$ cat config.mk
export PLATFORM = sky130hd
export DESIGN_NAME = hazard_ctrl_flat
export DESIGN_NICKNAME = d
export VERILOG_FILES = /design/src/rtl/hazard_ctrl_if.sv /design/src/rtl/hazard_ctrl.sv /design/src/flat_wrapper.sv
export SDC_FILE = /design/constraint.sdc
export NUM_CORES = 1
export LEC_CHECK = 0
export ABC_AREA = 1
export CAP_MARGIN = 5
export CORE_MARGIN = 2
export CORE_UTILIZATION = 53
export CTS_CLUSTER_DIAMETER = 150
export CTS_CLUSTER_SIZE = 14
export DETAILED_ROUTE_END_ITERATION = 8
export GPL_TIMING_DRIVEN = 0
export PLACE_DENSITY = 0.91
export RECOVER_POWER = 25
export SYNTH_ARGS = -nofsm -noshare
export SYNTH_HDL_FRONTEND = slang
export SYNTH_SLANG_ARGS = --single-unit
$ cat constraint.sdc
create_clock -name clk -period 3.1 [get_ports clk]
set_input_delay 0.31 -clock clk [delete_from_list [all_inputs] [get_ports clk]]
set_output_delay 0.31 -clock clk [all_outputs]
set_load 0.01 [all_outputs]
$ cat src/rtl/hazard_ctrl_if.sv
// Hazard-controller bundle: ID/EX hazard inputs, stall inputs, pipeline enables and perf counters.
// The master side is the pipeline, which drives the hazard inputs; the slave side is hazard_ctrl.
interface hazard_ctrl_if #(
  parameter int CNT_W = 32
);
  logic [4:0]       ID_rs1;
  logic [4:0]       ID_rs2;
  logic             ID_use_rs1;
  logic             ID_use_rs2;
  logic [4:0]       EX_rd;
  logic             EX_MemRead;
  logic             EX_redirect;
  logic             mem_stall;
  logic             cnt_clr;

  logic             CTRL_SELECT;
  logic             PC_Write;
  logic             IF_ID_Write;
  logic             IF_ID_Flush;
  logic             ID_EX_Write;
  logic [CNT_W-1:0] stall_cnt;
  logic [CNT_W-1:0] flush_cnt;

  modport master (
    output ID_rs1, ID_rs2, ID_use_rs1, ID_use_rs2, EX_rd, EX_MemRead,
    output EX_redirect, mem_stall, cnt_clr,
    input  CTRL_SELECT, PC_Write, IF_ID_Write, IF_ID_Flush, ID_EX_Write,
    input  stall_cnt, flush_cnt
  );

  modport slave (
    input  ID_rs1, ID_rs2, ID_use_rs1, ID_use_rs2, EX_rd, EX_MemRead,
    input  EX_redirect, mem_stall, cnt_clr,
    output CTRL_SELECT, PC_Write, IF_ID_Write, IF_ID_Flush, ID_EX_Write,
    output stall_cnt, flush_cnt
  );
endinterface

$ cat src/rtl/hazard_ctrl.sv
// 5-stage pipeline hazard controller: load-use stall, redirect flush sequencing, memory freeze.
// Enables are combinational (same-cycle); counters update on the following clock edge.
module hazard_ctrl #(
  parameter int FLUSH_CYCLES = 1,
  parameter int CNT_W        = 32
) (
  input  logic         clk,
  input  logic         rst,
  hazard_ctrl_if.slave hz
);

  typedef enum logic {
    RUN   = 1'b0,
    FLUSH = 1'b1
  } state_e;

  localparam logic [3:0] FLUSH_RELOAD = 4'(FLUSH_CYCLES - 1);

  state_e           state_q, state_d;
  logic [3:0]       fcnt_q, fcnt_d;
  logic [CNT_W-1:0] stall_cnt_q, stall_cnt_d;
  logic [CNT_W-1:0] flush_cnt_q, flush_cnt_d;

  logic             luh;
  logic             rs1_hit;
  logic             rs2_hit;
  logic             stall_inc;
  logic             flush_inc;

  // x0 is hardwired to zero, so a load targeting it never produces a usable value to wait for.
  always_comb begin
    rs1_hit = hz.ID_use_rs1 && (hz.ID_rs1 == hz.EX_rd);
    rs2_hit = hz.ID_use_rs2 && (hz.ID_rs2 == hz.EX_rd);
    luh     = hz.EX_MemRead && (hz.EX_rd != 5'd0) && (rs1_hit || rs2_hit);
  end

  always_comb begin
    state_d        = state_q;
    fcnt_d         = fcnt_q;
    stall_inc      = 1'b0;
    flush_inc      = 1'b0;
    hz.CTRL_SELECT = 1'b1;
    hz.PC_Write    = 1'b1;
    hz.IF_ID_Write = 1'b1;
    hz.IF_ID_Flush = 1'b0;
    hz.ID_EX_Write = 1'b1;

    if (rst) begin
      // Hold the front end and keep pushing bubbles into ID/EX until reset releases.
      hz.CTRL_SELECT = 1'b0;
      hz.PC_Write    = 1'b0;
      hz.IF_ID_Write = 1'b0;
      hz.IF_ID_Flush = 1'b1;
      hz.ID_EX_Write = 1'b1;
    end else if (hz.mem_stall) begin
      // Whole pipeline frozen; a pending redirect stays in EX and is taken afterwards.
      hz.PC_Write    = 1'b0;
      hz.IF_ID_Write = 1'b0;
      hz.ID_EX_Write = 1'b0;
      stall_inc      = 1'b1;
    end else if (hz.EX_redirect) begin
      hz.IF_ID_Flush = 1'b1;
      hz.CTRL_SELECT = 1'b0;
      flush_inc      = 1'b1;
      if (FLUSH_CYCLES > 1) begin
        state_d = FLUSH;
        fcnt_d  = FLUSH_RELOAD;
      end else begin
        state_d = RUN;
        fcnt_d  = 4'd0;
      end
    end else if (state_q == FLUSH) begin
      // The ID instruction is being squashed, so a load-use match on it is irrelevant.
      hz.IF_ID_Flush = 1'b1;
      hz.CTRL_SELECT = 1'b0;
      fcnt_d         = fcnt_q - 4'd1;
      if (fcnt_q <= 4'd1) begin
        state_d = RUN;
        fcnt_d  = 4'd0;
      end
    end else if (luh) begin
      hz.PC_Write    = 1'b0;
      hz.IF_ID_Write = 1'b0;
      hz.CTRL_SELECT = 1'b0;
      stall_inc      = 1'b1;
    end
  end

  // Saturating counters; a clear wins over a coincident increment.
  always_comb begin
    stall_cnt_d = stall_cnt_q;
    flush_cnt_d = flush_cnt_q;
    if (hz.cnt_clr) begin
      stall_cnt_d = '0;
      flush_cnt_d = '0;
    end else begin
      if (stall_inc && !(&stall_cnt_q)) begin
        stall_cnt_d = stall_cnt_q + 1'b1;
      end
      if (flush_inc && !(&flush_cnt_q)) begin
        flush_cnt_d = flush_cnt_q + 1'b1;
      end
    end
  end

  always_ff @(posedge clk or posedge rst) begin
    if (rst) begin
      state_q     <= RUN;
      fcnt_q      <= 4'd0;
      stall_cnt_q <= '0;
      flush_cnt_q <= '0;
    end else begin
      state_q     <= state_d;
      fcnt_q      <= fcnt_d;
      stall_cnt_q <= stall_cnt_d;
      flush_cnt_q <= flush_cnt_d;
    end
  end

  assign hz.stall_cnt = stall_cnt_q;
  assign hz.flush_cnt = flush_cnt_q;

endmodule

$ cat src/flat_wrapper.sv
// flat-port wrapper written by rule: the top's interface ports become plain ports
module hazard_ctrl_flat 
#(
  parameter int FLUSH_CYCLES = 1,
  parameter int CNT_W        = 32
)
  (clk, rst, hz_ID_rs1, hz_ID_rs2, hz_ID_use_rs1, hz_ID_use_rs2, hz_EX_rd, hz_EX_MemRead, hz_EX_redirect, hz_mem_stall, hz_cnt_clr, hz_CTRL_SELECT, hz_PC_Write, hz_IF_ID_Write, hz_IF_ID_Flush, hz_ID_EX_Write, hz_stall_cnt, hz_flush_cnt);
  hazard_ctrl_if #(.CNT_W(CNT_W)) hz_i ();
  input  logic clk;
  input  logic rst;
  input wire logic [$bits(hz_i.ID_rs1)-1:0] hz_ID_rs1;
  input wire logic [$bits(hz_i.ID_rs2)-1:0] hz_ID_rs2;
  input wire logic [$bits(hz_i.ID_use_rs1)-1:0] hz_ID_use_rs1;
  input wire logic [$bits(hz_i.ID_use_rs2)-1:0] hz_ID_use_rs2;
  input wire logic [$bits(hz_i.EX_rd)-1:0] hz_EX_rd;
  input wire logic [$bits(hz_i.EX_MemRead)-1:0] hz_EX_MemRead;
  input wire logic [$bits(hz_i.EX_redirect)-1:0] hz_EX_redirect;
  input wire logic [$bits(hz_i.mem_stall)-1:0] hz_mem_stall;
  input wire logic [$bits(hz_i.cnt_clr)-1:0] hz_cnt_clr;
  output wire logic [$bits(hz_i.CTRL_SELECT)-1:0] hz_CTRL_SELECT;
  output wire logic [$bits(hz_i.PC_Write)-1:0] hz_PC_Write;
  output wire logic [$bits(hz_i.IF_ID_Write)-1:0] hz_IF_ID_Write;
  output wire logic [$bits(hz_i.IF_ID_Flush)-1:0] hz_IF_ID_Flush;
  output wire logic [$bits(hz_i.ID_EX_Write)-1:0] hz_ID_EX_Write;
  output wire logic [$bits(hz_i.stall_cnt)-1:0] hz_stall_cnt;
  output wire logic [$bits(hz_i.flush_cnt)-1:0] hz_flush_cnt;
  assign hz_i.ID_rs1 = hz_ID_rs1;
  assign hz_i.ID_rs2 = hz_ID_rs2;
  assign hz_i.ID_use_rs1 = hz_ID_use_rs1;
  assign hz_i.ID_use_rs2 = hz_ID_use_rs2;
  assign hz_i.EX_rd = hz_EX_rd;
  assign hz_i.EX_MemRead = hz_EX_MemRead;
  assign hz_i.EX_redirect = hz_EX_redirect;
  assign hz_i.mem_stall = hz_mem_stall;
  assign hz_i.cnt_clr = hz_cnt_clr;
  assign hz_CTRL_SELECT = hz_i.CTRL_SELECT;
  assign hz_PC_Write = hz_i.PC_Write;
  assign hz_IF_ID_Write = hz_i.IF_ID_Write;
  assign hz_IF_ID_Flush = hz_i.IF_ID_Flush;
  assign hz_ID_EX_Write = hz_i.ID_EX_Write;
  assign hz_stall_cnt = hz_i.stall_cnt;
  assign hz_flush_cnt = hz_i.flush_cnt;
  hazard_ctrl #(.FLUSH_CYCLES(FLUSH_CYCLES), .CNT_W(CNT_W)) u_core (.clk(clk), .rst(rst), .hz(hz_i));
endmodule
==> flow_summary.ini, run 1 <==
[power]
comb_power_share_pct = 13.5
swShare_pct = 28.26
seq_power_share_pct = 46.2
p_switching_mw = 0.5918
power_density_nw_per_um2 = 334.9
clockPowerShare_pct = 40.3
p_leak_nw = 2.732
ir_drop_mv = 0.2330
p_int_mw = 1.503

[layout]
layout.cells.most_common = nand2_1
fin_util_pct = 68.33
antenna_cells = 0
layout.nets = 903
layout_common_cells = nand2_1, nor2_1, clkdlybuf4s50_1, inv_1, dfrtp_1
syn_to_final_growth_pct = 25.70
fill_cells = 791
register_area_um2 = 1727
multiInputGateArea_um2 = 2788
stdcell_count = 992
drive_above_1_share_pct = 5.902

[clock_tree]
clkTransAtPathRegs_ns = 0.08
cts_tree = yes
clock_path_buffers = 2
clock_latency_ns = 0.36
ctsHoldBuffers = 0
clockRootBuffer = clkbuf_8
cts-htree-levels = 3
numCtsBuffers = 9
postCtsSetupBuffers = 0
cts.sinks = 69
cts_resized = 0

[run]
drv_cap = 1

[detailed_routing]
num_vias = 5373
drt_pass1_iterations = 5
wl_mm = 14.41
drc = 0
ant_nets = 0
post_drt_wl_per_cell_um = 14.53
vias_per_cell = 5.416
drt_iter0_drc = 444

[logic_synthesis]
yosys.area.top_type_share_pct = 34.71
ys.flop_type = dfrtp_1
synth.net_count = 801
ys_ff_latch = 69
synth.distinct_cells = 28
async_flop_share_pct = 100.0
synth_edf_count = 0
yosysSeqAreaShare_pct = 34.71
syn_inst = 774
synth_top_cell_by_area = dfrtp_1
yosysWarnings = 0
netlist_top_cells_area = dfrtp_1, nand2_1, nor2_1, nand3_1, inv_1
synth.avg_cell_area_um2 = 6.427
netlist_area_um2 = 4975

[sta]
clock_skew_ns = 0.01514
fmax_ghz = 0.3635
drv_slew = 38
worst_pin_slew_ns = 1.661
finalHoldViolations = 0
setup_viol = 0
period_minus_slack_ns = 2.751
rsz0062_at_grt = false
fin_crit_sh_pct = 88.75
slew_headroom_pct = -10.76

[setup_path]
crit_path_end_kind = primary output
crit_family = buffers and inverters
path_common_cell = clkdlybuf4s50_1
cp.buffers_inverters = 3
startpoint_type = input port
slowest_delay_ns = 0.61
reg2reg_from = u_core.hz.stall_cnt[0]$_DFFE_PP0P_
worst-endpoint-arrival_ns = 2.44
crit_chain = clkdlybuf4s50_1, clkinvlp_4, o21ai_0, clkdlybuf4s50_1
crit_slowest_cell = clkdlybuf4s50_1
r2r_cells = 13
crit_type = in2out
rrSetupSlack_ns = 0.86
crit_path_start = rst
r2r-end = u_core.hz.stall_cnt[8]$_DFFE_PP0P_
critical_path_required_ns = 2.79
cp_max_fo = 35

[worst_hold_path]
hp-class = in2async

[placement]
globalplace.congestion = 0.9797
dp.final_hpwl_mm = 11.09
placedCellCount = 976
port_buffers = 90

[global_route]
grt_pass1_wl_mm = 23.43
track_usage_pct = 29.30
grt_overflow = 0
grt_max_degree = 38
grt_antenna_before_repair = 0
grt_pass1_vias = 5026

[die]
die_area_um2 = 10180
start_util_pct = 54.35
dieWidth_um = 100.9
fp.coreArea_um2 = 9153
ios = 92
die_y_um = 100.9
core.rowCount = 35

[outcome]
outcome = finished with violations
violations = capacitance limit, slew limit
[power groups by stage]
stage | clock network (mW) | registers, mW | logic (mW)
final | 0.845 | 0.967 | 0.283
after global routing | 0.890 | 0.969 | 0.320
after CTS | 0.849 | 0.965 | 0.286
after detailed placement | 0 | 0.982 | 0.286
after global placement | 0 | 0.982 | 0.274
after floorplan | 0 | 0.977 | 0.179
[registers in the layout, summed over array words and instances (netlist names)]
name / cells
u_core.hz.flush_cnt: 32
u_core.fcnt_q: 4
u_core.state_q: 1
u_core.hz.stall_cnt: 32
[synth_stat cells (all sizes together), types with 4 or more instances]
cell type    n
buf         13
clkbuf       9
dfrtp       69
ha           4
inv         86
nand2      267
nand3       64
nand4       25
nor2       124
nor3        36
o21ai       33
xnor2        9
xor2        26
[cells by family (layout without fill, tap and decap cells)]
| logic type | after synthesis | in the layout | synth area share [%] |
|---|---|---|---|
| compound gates | 39 | 39 | 5.005 |
| xor+xnor | 35 | 35 | 6.162 |
| fa+ha+maj | 4 | 4 | 1.006 |
| buf+inv | 108 | 215 | 9.256 |
| flops | 69 | 69 | 34.71 |
| simple gates | 519 | 519 | 43.86 |
[worst max-delay path by stage]
| stage | endpoint | depth (start not counted) |
|---|---|---|
| 6_report | hz_IF_ID_Flush | 4 |
| 5_1_grt | hz_IF_ID_Flush | 4 |
| 4_1_cts | hz_IF_ID_Flush | 4 |
| 3_5_place_dp | hz_IF_ID_Flush | 4 |
| 3_3_place_gp | hz_IF_ID_Flush | 4 |
| 2_1_floorplan | u_core.hz.stall_cnt[8]$_DFFE_PP0P_ | 8 |
[layout make-up]
type | count | area share [%]
Sequential cell | 69 | 27.61
Tap cell | 111 | 2.221
Inverter | 86 | 5.222
Clock inverter | 7 | 1.581
Timing Repair Buffer | 91 | 14.61
Clock buffer | 9 | 1.981
Multi-Input combinational cell | 597 | 44.58
Buffer | 22 | 2.201
[worst register-to-register path, stage by stage (launching register included)]
cell and delay (ns):
dfrtp_1 0.48, ha_1 0.27, nand3_2 0.16, nor2_4 0.16, inv_2 0.07, nor2_4 0.12
inv_2 0.04, nor2_2 0.11, nand2_1 0.09, nand3_2 0.17, nand2_4 0.11, buf_6 0.16
nand2_1 0.08, nand2_1 0.07
[metrics by stage]
step / instance area [um^2] / hold WS, ns / setup WS (ns) / TNS, ns / power (mW)
3_3_place_gp: 6018 / 0.5000 / -0.5306 / -12.64 / 1.256
5_1_grt: 6254 / 0.4892 / 0.03896 / 0 / 2.179
2_1_floorplan: 4979 / 0.4722 / 0.6382 / 0 / 1.156
6_report: 6254 / 0.4332 / 0.3487 / 0 / 2.095
4_1_cts: 6261 / 0.4723 / 0.2441 / 0 / 2.100
3_5_place_dp: 6038 / 0.5024 / 0.2378 / 0 / 1.268
[routing by layer]
| metal | global-route usage, % | part of all wire [%] | wire [um] |
|---|---|---|---|
| met5 | 0 | 0 | 0 |
| met1 | 37.19 | 43 | 6167 |
| met2 | 48.41 | 47 | 6786 |
| met4 | 13.91 | 3.6 | 519 |
| met3 | 5.132 | 6.5 | 937 |
(Power assumes the default switching activity.)
==> inputs of run 2 (changes only) <==
Settings changed: CAP_MARGIN 5 to 30.
==> flow_summary.ini, run 2 (synthesis gave the netlist of run 1 again) <==
[outcome]
outcome = finished with violations
violations = capacitance limit, slew limit

[power]
power_density_nw_per_um2 = 334.9
power_mw = 2.095
ir_drop_mv = 0.2330
p_leak_nw = 2.732

[sta]
setup_viol = 0
layout_setup_ws_ns = 0.3487
drv_slew = 38
slew_headroom_pct = -10.76
rsz0062_at_grt = false
period_minus_slack_ns = 2.751
fmax_ghz = 0.3635
finalHoldViolations = 0
fin_crit_sh_pct = 88.75
clock_skew_ns = 0.01514
worst_pin_slew_ns = 1.661

[detailed_routing]
drc = 0
post_drt_wl_per_cell_um = 14.53
num_vias = 5373
drt_iter0_drc = 444
drt_pass1_iterations = 5
wl_mm = 14.41
vias_per_cell = 5.416
ant_nets = 0

[die]
core.rowCount = 35
dieWidth_um = 100.9
fp.coreArea_um2 = 9153
die_y_um = 100.9
ios = 92
start_util_pct = 54.35
die_area_um2 = 10180

[global_route]
grt_max_degree = 38
track_usage_pct = 29.30
grt_pass1_wl_mm = 23.43
grt_antenna_before_repair = 0
grt_pass1_vias = 5026
grt_overflow = 0

[clock_tree]
postCtsSetupBuffers = 0
cts_tree = yes
cts-htree-levels = 3
clkTransAtPathRegs_ns = 0.08
cts.sinks = 69
ctsHoldBuffers = 0
cts_resized = 0
clock_latency_ns = 0.36
clock_path_buffers = 2
clockRootBuffer = clkbuf_8
numCtsBuffers = 9

[layout]
fin_util_pct = 68.33
drive_above_1_share_pct = 5.902
fill_cells = 791
stdcell_count = 992
layout_common_cells = nand2_1, nor2_1, clkdlybuf4s50_1, inv_1, dfrtp_1
layout.nets = 903
layout.cells.most_common = nand2_1
antenna_cells = 0
fin_area_um2 = 6254
syn_to_final_growth_pct = 25.70

[worst_hold_path]
hp-class = in2async

[placement]
dp.final_hpwl_mm = 11.09
place_ws_ns = 0.2378
placedCellCount = 976
placed_area_um2 = 6038
port_buffers = 90
globalplace.congestion = 0.9797

[setup_path]
rrSetupSlack_ns = 0.86
worst-endpoint-arrival_ns = 2.44
cp_max_fo = 35
crit_type = in2out
startpoint_type = input port
critical_path_required_ns = 2.79
reg2reg_from = u_core.hz.stall_cnt[0]$_DFFE_PP0P_
r2r-end = u_core.hz.stall_cnt[8]$_DFFE_PP0P_
crit_path_end_kind = primary output
r2r_cells = 13

[run]
drv_cap = 1
==> run 2: worst max path at each step <==
| stage | from | end | cells after the start |
|---|---|---|---|
| after global placement | rst | hz_IF_ID_Flush | 4 |
| after detailed placement | rst | hz_IF_ID_Flush | 4 |
| after floorplan | rst | u_core.hz.stall_cnt[8]$_DFFE_PP0P_ | 8 |
| after global routing | rst | hz_IF_ID_Flush | 4 |
| final | rst | hz_IF_ID_Flush | 4 |
| after CTS | rst | hz_IF_ID_Flush | 4 |
==> run 2: layout make-up <==
| type | count | area (um^2) | share of cell area [%] |
|---|---|---|---|
| Tap cell | 111 | 138.9 | 2.221 |
| Inverter | 86 | 326.6 | 5.222 |
| Sequential cell | 69 | 1727 | 27.61 |
| Clock inverter | 7 | 98.84 | 1.581 |
| Clock buffer | 9 | 123.9 | 1.981 |
| Multi-Input combinational cell | 597 | 2788 | 44.58 |
| Timing Repair Buffer | 91 | 913.4 | 14.61 |
| Buffer | 22 | 137.6 | 2.201 |
==> run 2: metal layers <==
layer	vias up	GRT usage, %	routed length, um
li1	2659	-	-
met1	2431	37.19	6167
met2	230	48.41	6786
met3	53	5.132	937
met4	0	13.91	519
met5	-	0	0
==> run 2: stage by stage <==
step           hold WS [ns]  setup TNS, ns
2_1_floorplan        0.4722              0
3_3_place_gp         0.5000         -12.64
3_5_place_dp         0.5024              0
4_1_cts              0.4723              0
5_1_grt              0.4892              0
6_report             0.4332              0
==> run 2: report_power, final <==
| part | leakage (nW) | internal, mW | switching, mW |
|---|---|---|---|
| Sequential | 0.956 | 0.933 | 0.0340 |
| Combinational | 1.67 | 0.113 | 0.170 |
| Clock | 0.110 | 0.457 | 0.388 |
| Total | 2.73 | 1.50 | 0.592 |
==> run 2: worst max-delay path, cell delays in order <==
cell	delay, ns
clkdlybuf4s50_1	0.52
clkinvlp_4	0.60
o21ai_0	0.40
clkdlybuf4s50_1	0.61
==> inputs of run 3 (changes only) <==
Settings changed: CORE_UTILIZATION 53 to 58, PLACE_DENSITY 0.91 to 0.95.
Clock period 3.1 ns to 3.34 ns, I/O delays scaled along.
==> flow_summary.ini, run 3 (synthesis gave the netlist of run 1 again) <==
[outcome]
outcome = finished, final reports clean

[worst_hold_path]
hp-class = in2reg
min_from = hz_cnt_clr

[run]
drv_cap = 0

[global_route]
track_usage_pct = 33.80
grt_overflow = 0
grt_pass1_vias = 5331
grt_antenna_before_repair = 0
grt_max_degree = 72
grt_pass1_wl_mm = 26.03

[sta]
layout_setup_ws_ns = 0.4075
drv_slew = 0
finalHoldViolations = 0
slew_headroom_pct = 40.54
fmax_ghz = 0.3410
whs_ns = 0.4737
worst_pin_slew_ns = 0.8920
setup-tns-final_ns = 0
fin_crit_sh_pct = 87.80
period_minus_slack_ns = 2.933
rsz0062_at_grt = false
setup_viol = 0
clock_skew_ns = 0.006424

[power]
seq_power_share_pct = 44.4
p_switching_mw = 0.5513
p_leak_nw = 2.730
power_density_nw_per_um2 = 323.0
swShare_pct = 27.31
comb_power_share_pct = 13.6
power_mw = 2.019
ir_drop_mv = 0.3377
p_int_mw = 1.467
clockPowerShare_pct = 42.0

[clock_tree]
postCtsSetupBuffers = 0
cts_resized = 0
clock_path_buffers = 2
clock_latency_ns = 0.35
numCtsBuffers = 9
ctsHoldBuffers = 0
cts-htree-levels = 3
clockRootBuffer = clkbuf_8
cts.sinks = 69
clkTransAtPathRegs_ns = 0.08
cts_tree = yes

[setup_path]
slowest_delay_ns = 0.67
crit_family = buffers and inverters
path_common_cell = clkdlybuf4s50_1
crit_slowest_cell = inv_4
cp_max_fo = 71
crit_type = in2out
crit_chain = clkdlybuf4s50_1, inv_4, o21ai_0, nor2_1, clkdlybuf4s50_1
critical_path_required_ns = 3.01
crit_path_end_kind = primary output
worst-endpoint-arrival_ns = 2.60
startpoint_type = input port
reg2reg_from = u_core.hz.stall_cnt[0]$_DFFE_PP0P_
crit_path_start = rst
cp.buffers_inverters = 3

[die]
start_util_pct = 60.24
fp.coreArea_um2 = 8258
die_y_um = 96.62
dieWidth_um = 96.62
ios = 92
die_area_um2 = 9334
core.rowCount = 33

[layout]
syn_to_final_growth_pct = 25.60
layout.nets = 902
drive_above_1_share_pct = 5.795
layout_common_cells = nand2_1, nor2_1, clkdlybuf4s50_1, inv_1, dfrtp_1
layout.cells.most_common = nand2_1
antenna_cells = 0
fill_cells = 662
fin_area_um2 = 6248

[detailed_routing]
drc = 0
wl_mm = 15.52
num_vias = 5557
drt_pass1_iterations = 7
post_drt_wl_per_cell_um = 15.75
vias_per_cell = 5.642
ant_nets = 0
drt_iter0_drc = 503

[placement]
port_buffers = 90
placed_area_um2 = 6010
globalplace.congestion = 0.9548
place_ws_ns = 0.4050
dp.final_hpwl_mm = 11.76
run 3: area by class of cell:
class | instances | area, um^2 | share of cell area, %
Buffer | 22 | 137.6 | 2.203
Clock buffer | 10 | 127.6 | 2.042
Multi-Input combinational cell | 597 | 2788 | 44.61
Tap cell | 105 | 131.4 | 2.103
Sequential cell | 69 | 1727 | 27.63
Clock inverter | 6 | 111.4 | 1.782
Inverter | 86 | 325.3 | 5.206
Timing Repair Buffer | 90 | 900.9 | 14.42
run 3: through the flow:
step	util, %	std cells
after global routing	75.67	985
after floorplan	-	774
after CTS	75.67	985
final	75.67	985
after global placement	72.74	969
after detailed placement	72.77	969
run 3: power groups by stage:
| stage | combinational, mW | clock (mW) | sequential, mW |
|---|---|---|---|
| after floorplan | 0.166 | 0 | 0.907 |
| after global routing | 0.308 | 0.879 | 0.901 |
| after detailed placement | 0.271 | 0 | 0.911 |
| final | 0.275 | 0.848 | 0.895 |
| after global placement | 0.253 | 0 | 0.909 |
| after CTS | 0.274 | 0.847 | 0.895 |
run 3: per-layer routing:
metal	GRT usage, %	routed length [um]	vias up
met3	6.358	1552	46
met4	12.68	427	0
met1	47.33	6520	2567
li1	-	-	2648
met5	0	0	-
met2	52.24	7017	296
run 3: path summary, 6_finish.rpt:
check	endpoint	depth (start not counted)	slack, ns
worst max-delay path	hz_CTRL_SELECT	5	0.41
worst min-delay path	u_core.hz.stall_cnt[20]$_DFFE_PP0P_	4	0.47
worst max register to register	u_core.hz.stall_cnt[2]$_DFFE_PP0P_	13	1.10
worst min register to register	u_core.state_q$_DFFE_PP0P_	2	0.52
max in group asynchronous	u_core.hz.stall_cnt[23]$_DFFE_PP0P_	2	2.18
min in group asynchronous	u_core.hz.stall_cnt[1]$_DFFE_PP0P_	2	0.60
run 3: worst register-to-register path, cell delays in order, from the launching register on:
cell and delay (ns):
dfrtp_1 0.49, ha_1 0.27, nand3_2 0.16, nor2_4 0.18, inv_2 0.07, nor2_4 0.13, inv_2 0.05, nor2_2 0.12
nand2_1 0.12, nand3_2 0.17, nand2_4 0.10, buf_6 0.15, nand2_1 0.07, nand2_1 0.06
